--- src/rtl/tick_stopwatch.sv ---
// tick_stopwatch: 00.0 .. 99.9 s BCD stopwatch with start/stop, clear and pause blink.
// Every external input is synchronized and edge-detected into a single-cycle tick.
// All outputs come straight from registers.
module tick_stopwatch #(
    parameter int HOLD_AT_MAX = 1
) (
    input  logic       clk,
    input  logic       rst,
    input  logic       slow_clk,
    input  logic       fast_clk,
    input  logic       btn_start,
    input  logic       btn_clear,
    output logic [3:0] tenths,
    output logic [3:0] ones,
    output logic [3:0] tens,
    output logic       running,
    output logic       overflow,
    output logic       blink
);

    typedef enum logic [1:0] {
        IDLE  = 2'd0,
        RUN   = 2'd1,
        PAUSE = 2'd2,
        FULL  = 2'd3
    } state_t;

    // Bit order of the input vectors: 0 slow, 1 fast, 2 start, 3 clear.
    logic [3:0] w_async;
    logic [3:0] r_sync1;
    logic [3:0] r_sync2;
    logic [3:0] r_prev;
    logic [3:0] r_armed;
    logic [1:0] r_vld;
    logic [3:0] w_tick;

    state_t     r_state;
    state_t     w_state_next;
    logic [3:0] r_tenths, r_ones, r_tens;
    logic [3:0] w_tenths_next, w_ones_next, w_tens_next;
    logic       r_running, r_overflow, r_blink;
    logic       w_ovf_next, w_blink_next;
    logic       w_at_max;
    logic [11:0] w_inc;

    // Ripple-carry BCD increment of {tens, ones, tenths}; wraps 99.9 -> 00.0.
    function automatic logic [11:0] bcd_inc(input logic [11:0] d);
        logic [3:0] t, o, n;
        t = d[11:8];
        o = d[7:4];
        n = d[3:0];
        if (n == 4'd9) begin
            n = 4'd0;
            if (o == 4'd9) begin
                o = 4'd0;
                t = (t == 4'd9) ? 4'd0 : t + 4'd1;
            end else begin
                o = o + 4'd1;
            end
        end else begin
            n = n + 4'd1;
        end
        return {t, o, n};
    endfunction

    assign w_async = {btn_clear, btn_start, fast_clk, slow_clk};

    // Input synchronizers and edge detectors. r_vld marks when r_sync2 holds a
    // real sample after reset; an input must be seen low before it can tick, so
    // a level already high at reset release never produces a tick.
    always_ff @(posedge clk or posedge rst) begin
        if (rst) begin
            r_sync1 <= '0;
            r_sync2 <= '0;
            r_prev  <= '0;
            r_armed <= '0;
            r_vld   <= '0;
        end else begin
            r_sync1 <= w_async;
            r_sync2 <= r_sync1;
            r_prev  <= r_sync2;
            r_vld   <= {r_vld[0], 1'b1};
            r_armed <= r_armed | (~r_sync2 & {4{r_vld[1]}});
        end
    end

    assign w_tick   = r_sync2 & ~r_prev & r_armed;
    assign w_at_max = (r_tens == 4'd9) && (r_ones == 4'd9) && (r_tenths == 4'd9);
    assign w_inc    = bcd_inc({r_tens, r_ones, r_tenths});

    // Next-state, next-digit and next-flag logic; priority is clear > start > slow.
    always_comb begin
        w_state_next  = r_state;
        w_tenths_next = r_tenths;
        w_ones_next   = r_ones;
        w_tens_next   = r_tens;
        w_ovf_next    = (r_state == FULL);
        w_blink_next  = r_blink;
        case (r_state)
            IDLE: begin
                if (w_tick[3]) begin
                    {w_tens_next, w_ones_next, w_tenths_next} = 12'h000;
                end else if (w_tick[2]) begin
                    w_state_next = RUN;
                end
            end
            RUN: begin
                if (w_tick[3]) begin
                    w_state_next = IDLE;
                    {w_tens_next, w_ones_next, w_tenths_next} = 12'h000;
                end else if (w_tick[2]) begin
                    w_state_next = PAUSE;
                end else if (w_tick[0]) begin
                    if (w_at_max) begin
                        w_ovf_next = 1'b1;
                        if (HOLD_AT_MAX != 0) begin
                            w_state_next = FULL;
                        end else begin
                            {w_tens_next, w_ones_next, w_tenths_next} = 12'h000;
                        end
                    end else begin
                        {w_tens_next, w_ones_next, w_tenths_next} = w_inc;
                    end
                end
            end
            PAUSE: begin
                if (w_tick[3]) begin
                    w_state_next = IDLE;
                    {w_tens_next, w_ones_next, w_tenths_next} = 12'h000;
                end else if (w_tick[2]) begin
                    w_state_next = RUN;
                end else if (w_tick[1]) begin
                    w_blink_next = ~r_blink;
                end
            end
            FULL: begin
                if (w_tick[3]) begin
                    w_state_next = IDLE;
                    w_ovf_next   = 1'b0;
                    {w_tens_next, w_ones_next, w_tenths_next} = 12'h000;
                end
            end
            default: begin
                w_state_next = IDLE;
            end
        endcase
        if (w_state_next != PAUSE) begin
            w_blink_next = 1'b0;
        end
    end

    // FSM state register.
    always_ff @(posedge clk or posedge rst) begin
        if (rst) begin
            r_state <= IDLE;
        end else begin
            r_state <= w_state_next;
        end
    end

    // Registered digits and status outputs.
    always_ff @(posedge clk or posedge rst) begin
        if (rst) begin
            r_tenths   <= 4'd0;
            r_ones     <= 4'd0;
            r_tens     <= 4'd0;
            r_running  <= 1'b0;
            r_overflow <= 1'b0;
            r_blink    <= 1'b0;
        end else begin
            r_tenths   <= w_tenths_next;
            r_ones     <= w_ones_next;
            r_tens     <= w_tens_next;
            r_running  <= (w_state_next == RUN);
            r_overflow <= w_ovf_next;
            r_blink    <= w_blink_next;
        end
    end

    assign tenths   = r_tenths;
    assign ones     = r_ones;
    assign tens     = r_tens;
    assign running  = r_running;
    assign overflow = r_overflow;
    assign blink    = r_blink;

endmodule

--- config.mk ---
export PLATFORM = sky130hd
export DESIGN_NAME = tick_stopwatch
export DESIGN_NICKNAME = d
export VERILOG_FILES = /design/src/rtl/tick_stopwatch.sv
export SDC_FILE = /design/constraint.sdc
export NUM_CORES = 1
export LEC_CHECK = 0
export ABC_AREA = 1
export BUFFER_PORTS_ARGS = -buffer_cell sky130_fd_sc_hd__buf_2
export CELL_PAD_IN_SITES_DETAIL_PLACEMENT = 1
export CELL_PAD_IN_SITES_GLOBAL_PLACEMENT = 1
export CORE_MARGIN = 2
export CORE_UTILIZATION = 43
export DETAILED_ROUTE_END_ITERATION = 6
export GPL_TIMING_DRIVEN = 0
export PLACE_DENSITY = 0.78
export SLEW_MARGIN = 10
export SYNTH_ARGS = -nofsm -noshare
export SYNTH_HDL_FRONTEND = slang
export SYNTH_SLANG_ARGS = --single-unit
--- constraint.sdc ---
create_clock -name clk -period 1.67 [get_ports clk]
set_clock_uncertainty 0.15 [all_clocks]
set_input_delay 0.2505 -clock clk [delete_from_list [all_inputs] [get_ports clk]]
set_output_delay 0.2505 -clock clk [all_outputs]
set_load 0.05 [all_outputs]
==> results.toml, run 1 <==
[cells_and_area]
num-nets-final = 214
antenna_cells = 0
postLayoutCellArea_mm2 = 0.002058
stdcell_count = 249
final_cell_mix = "dfrtp_1 (28), nand2_1 (25), buf_2 (20)"
drive_gt1_frac = 0.3892
area_growth_pct = 32.45
layout_commonest_cell = "dfrtp_1"

[logic_synthesis]
synthMuxAreaShare = 0
synth_simple_gate_area_frac = 0.2496
yosys_register_bits = 35
syn-num-nets = 173
syn_area_mm2 = 0.001554
ys.warnings.count = 0
synth-xor-area-share = 0.02254
postSynthCellCount = 161
synth_compound_gate_area_share = 0.06522
synth_seq_area_share = 0.5636
synth-adder-area-share = 0.04831
synth_top_family_by_area = "simple AND/OR/NAND/NOR gates"
synth_cell_type_count = 25
synth_area_per_cell_um2 = 9.652

[setup_path]
r2r_end = "ones[2]"
worst-r2r-setup-slack_ps = -30
crit_arrival_ps = 1800
rr_startpoint = "tenths[1]"
critPathLaunch = "tenths[1]"
crit_fanout = 5
cp-start-kind = "flip-flop"
path_class = "flip-flop to flip-flop"
endpoint_kind = "flip-flop"
critPathRequiredTime_ps = 1770
r2r_cells = 10

[routing]
drtIter0Drc = 96
drt-total-wl_um = 4027
firstDrtPassIters = 4
postRouteAntennaNets = 0
vias_per_cell = 5.137
drc = 0
wire_per_inst_um = 16.17
route.vias.total = 1279

[sta]
drv_slew = 0
worst_pin_slew_ps = 732.3
rsz0062_at_grt = "true"
slew_headroom = 0.5111
setup_viol = 3
hold_ws_ps = 211.7
period_share = 1.019
fin_ws_ps = -30.98
hold_viol_final = 0
period_needed_ps = 1701
fmaxAchievable_mhz = 587.9

[hold_path]
hold_start = "r_vld[0]"
hold_end = "r_vld[1]"
hp-class = "flip-flop to flip-flop"
worstHoldPathCells = 0

[clock_tree]
cts-root-buf = "clkbuf_4"
clock_path_buffers = 2
numClockSinks = 35
path_clk_slew_ps = 110
htreeDepth = 2
numCtsBuffers = 5
tritoncts = "built"
clock_latency_ps = 360

[placement]
port_buffers = 20
dpl_cell_area_mm2 = 0.001719
place.detailed.hpwl_um = 2294
dp.cells = 227
place.gp.congestion = 0.7411
dp_slack_ps = -68.33

[power_and_ir_drop]
power.leakage_nw = 0.9920
cellPowerDensity_mw_per_mm2 = 1073
p_total_w = 0.002208
peakVddDrop_mv = 0.6301

[run_status]
status = "complete, but fails checks"
violations = "setup timing"

[grt]
grt_pass1_vias = 1319
grt.overflow.total = 0
grt_max_degree = 36
grtUsageTotal = 0.1955
grt_antenna_before_repair = 0
grt_pass1_wl_um = 6085

[floorplan]
initial_core_util = 0.4549
die_h_um = 64.12
die_w_um = 64.12
rows = 21
core_mm2 = 0.003416
dieArea_mm2 = 0.004111
ios = 21

[flow_run]
max_cap_violations = 0
[metal layers]
layer | global-route usage | vias to the layer above | wire length [µm] | part of all wire
met2 | 0.3385 | 25 | 2213 | 0.55
met4 | 0.06383 | 0 | 93 | 0.023
met1 | 0.2286 | 636 | 1592 | 0.40
li1 | - | 609 | - | -
met5 | 0 | - | 0 | 0
met3 | 0.06338 | 9 | 129 | 0.032
[state kept, by name, summed over array words and instances (netlist names)]
register / cells
ones: 4
r_armed: 4
r_prev: 4
r_sync1: 4
r_sync2: 4
tens: 4
tenths: 4
r_state: 2
r_vld: 2
blink: 1
overflow: 1
running: 1
[cell usage after synthesis (all sizes together)]
cell type | count | share of area
nand3 | 14 | 0.048
or2 | 2 | 0.0081
inv | 17 | 0.041
o21a | 1 | 0.0048
ha | 6 | 0.048
buf | 1 | 0.0072
dfrtp | 35 | 0.56
nand4 | 8 | 0.032
o21ai | 7 | 0.025
a21oi | 2 | 0.0064
nand3b | 1 | 0.0048
nand2 | 37 | 0.10
nor2 | 19 | 0.056
xnor2 | 2 | 0.011
o21bai | 4 | 0.019
conb | 1 | 0.0024
o211ai | 2 | 0.0097
xor2 | 2 | 0.011
[worst max-delay path, stage by stage, from the launching register on]
cell	delay, ps
dfrtp_2	430
inv_2	70
ha_1	140
nand2_1	90
nor2_4	140
nand3_4	100
nand2_4	100
nand2_8	80
buf_8	140
nand4_1	80
nand2_1	70
[repair_timing]
item | CTS | global route
cloned | 0 | 1
setup endpoints to repair | 11 | 16
resized for setup | 4 | 30
hold endpoints to repair | 39 | 0
setup buffers | 4 | 4
pin swaps | 2 | 9
hold buffers | 5 | 0
[final cells by class]
class                      count  area, µm²
clock buffer                   6      51.30
inverter                      17      63.81
tap                           46      57.56
sequential                    35      884.6
clock inverter                 2      16.27
fill                         387       1358
multi-input combinational    108      730.7
buffer                         1      15.01
timing repair buffer          34      239.0
[report_power, final]
| part | internal [W] | total, W | switching (W) |
|---|---|---|---|
| Sequential | 0.000929 | 0.00102 | 0.0000946 |
| Combinational | 0.000223 | 0.000671 | 0.000448 |
| Clock | 0.000207 | 0.000514 | 0.000307 |
[cells by family (layout without fill, tap and decap cells)]
group                      count (synthesis)  after routing
AOI/OAI and AO/OA                         16             16
xor gates and xnor gates                   4              4
adders and majority gates                  6              6
buffers and inverters                     18             60
DFF                                       35             35
other                                      1              1
and+or+nand+nor                           81             81
[per-stage QoR]
stage	TNS, ps	utilization
detailed placement	-528.3	0.5033
global route	-1088	0.6026
CTS	0	0.5509
floorplan	-419.3	-
global placement	-399.5	0.5033
finish	-54.33	0.6026
[worst max-delay path by stage]
stage / end / slack, ps / cells past startpoint
6_report: ones[2] / -30 / 10
2_1_floorplan: tenths[3] / -60 / 9
5_1_grt: ones[2] / -120 / 10
3_3_place_gp: tenths[3] / -50 / 10
4_1_cts: tens[0] / 10 / 9
3_5_place_dp: tens[0] / -70 / 10
Note: power is estimated with default switching activity, not from simulation.
==> run 2: changes to the inputs <==
- SETUP_SLACK_MARGIN: unset -> 0.02
==> results.toml, run 2 (synthesized netlist as in run 1, its figures left out) <==
[hold_path]
hold_start = "r_sync1[0]"
hp-class = "flip-flop to flip-flop"
worstHoldPathCells = 0
hold_end = "r_sync2[0]"

[floorplan]
initial_core_util = 0.4549
dieArea_mm2 = 0.004111
rows = 21
die_h_um = 64.12
core_mm2 = 0.003416
ios = 21
die_w_um = 64.12

[sta]
rsz0062_at_grt = "true"
fin_ws_ps = -6.191
setup_viol = 1
fmaxAchievable_mhz = 596.6
finalSetupTns_ps = -6.191
worst_pin_slew_ps = 731.0
drv_slew = 0
period_share = 1.004
hold_ws_ps = 209.3
slew_headroom = 0.5120
hold_viol_final = 0
period_needed_ps = 1676

[setup_path]
crit_arrival_ps = 1760
critPathRequiredTime_ps = 1760
endpoint_kind = "flip-flop"
rr_startpoint = "tenths[1]"
worst-r2r-setup-slack_ps = -6
r2r_end = "tenths[1]"
path_class = "flip-flop to flip-flop"
r2r_cells = 10
cp-start-kind = "flip-flop"
crit_fanout = 5

[routing]
drc = 0
postRouteAntennaNets = 0
drtIter0Drc = 62
route.vias.total = 1293
vias_per_cell = 5.172
drt-total-wl_um = 3906
firstDrtPassIters = 4
wire_per_inst_um = 15.62

[run_status]
status = "complete, but fails checks"
violations = "setup timing"

[clock_tree]
numClockSinks = 35
htreeDepth = 2
clock_path_buffers = 2
cts-root-buf = "clkbuf_4"
clock_latency_ps = 350
numCtsBuffers = 5
tritoncts = "built"
path_clk_slew_ps = 110

[grt]
grt_antenna_before_repair = 0
grt_pass1_vias = 1345
grt_max_degree = 36
grt_pass1_wl_um = 6154
grt.overflow.total = 0
grtUsageTotal = 0.1966

[power_and_ir_drop]
cellPowerDensity_mw_per_mm2 = 1069
peakVddDrop_mv = 0.6280
power.leakage_nw = 0.9915

[placement]
place.gp.congestion = 0.7411
place.detailed.hpwl_um = 2294
port_buffers = 20

[cells_and_area]
fill_cells = 393
area_growth_pct = 34.46
num-nets-final = 215
drive_gt1_frac = 0.3922
antenna_cells = 0
final_core_util = 0.6117
layout_commonest_cell = "dfrtp_1"
final_cell_mix = "dfrtp_1 (28), nand2_1 (27), buf_2 (20)"

[flow_run]
max_cap_violations = 0
==> run 2: through the flow <==
step           area, µm²  cells  total power, W  setup slack [ps]
2_1_floorplan       1562    161        0.001403            -55.80
3_3_place_gp        1719    227        0.001516            -45.52
3_5_place_dp        1719    227        0.001540            -68.33
4_1_cts             1897    246        0.002111             14.14
5_1_grt             2090    250        0.002345            -103.7
6_report            2090    250        0.002233            -6.191
==> run 2: how the worst max path moves through the flow <==
stage / cells after the start / from / slack, ps / to
detailed placement: 10 / tens[1] / -70 / tens[0]
finish: 10 / tenths[1] / -6 / tenths[1]
global route: 10 / tenths[1] / -100 / tens[3]
CTS: 10 / ones[1] / 10 / running
floorplan: 9 / tens[0] / -60 / tenths[3]
global placement: 10 / tenths[1] / -50 / tenths[3]
==> run 2: final cells by class <==
type                       count  area [µm²]  share of cell area
timing repair buffer          35       259.0              0.1240
multi-input combinational    108       742.0              0.3551
buffer                         1       15.01            0.007186
inverter                      17       63.81             0.03054
sequential                    35       884.6              0.4234
clock inverter                 2       16.27            0.007784
tap                           46       57.56             0.02754
clock buffer                   6       51.30             0.02455
==> run 2: worst max-delay path, cell delays in order (launching register included) <==
cell	delay, ps
dfrtp_2	430
inv_2	80
ha_4	130
nand2_2	60
nor2_4	150
nand3_4	100
nand2_4	100
nand2_8	80
clkbuf_16	160
nand2_1	70
o21ai_1	60
==> run 2: what timing repair did <==
| action | CTS | global route |
|---|---|---|
| setup endpoints to repair | 11 | 16 |
| pin swaps | 2 | 11 |
| endpoints found under the hold margin | 39 | 0 |
| gates resized for setup | 4 | 31 |
| buffers inserted | 6 | 3 |
| cloned | 0 | 1 |
| hold buffers | 5 | 0 |
==> run 2: routing by layer <==
metal	wire length (µm)	global-route usage
met2	2127	0.3411
met1	1589	0.2298
met5	0	0
met4	101	0.06383
met3	87	0.06338
==> run 2: power by group <==
group | internal (W) | total, W | switching (W) | leakage, nW
logic | 0.000244 | 0.000699 | 0.000455 | 0.539
registers | 0.000929 | 0.00102 | 0.0000901 | 0.418
clock network | 0.000207 | 0.000515 | 0.000308 | 0.0345
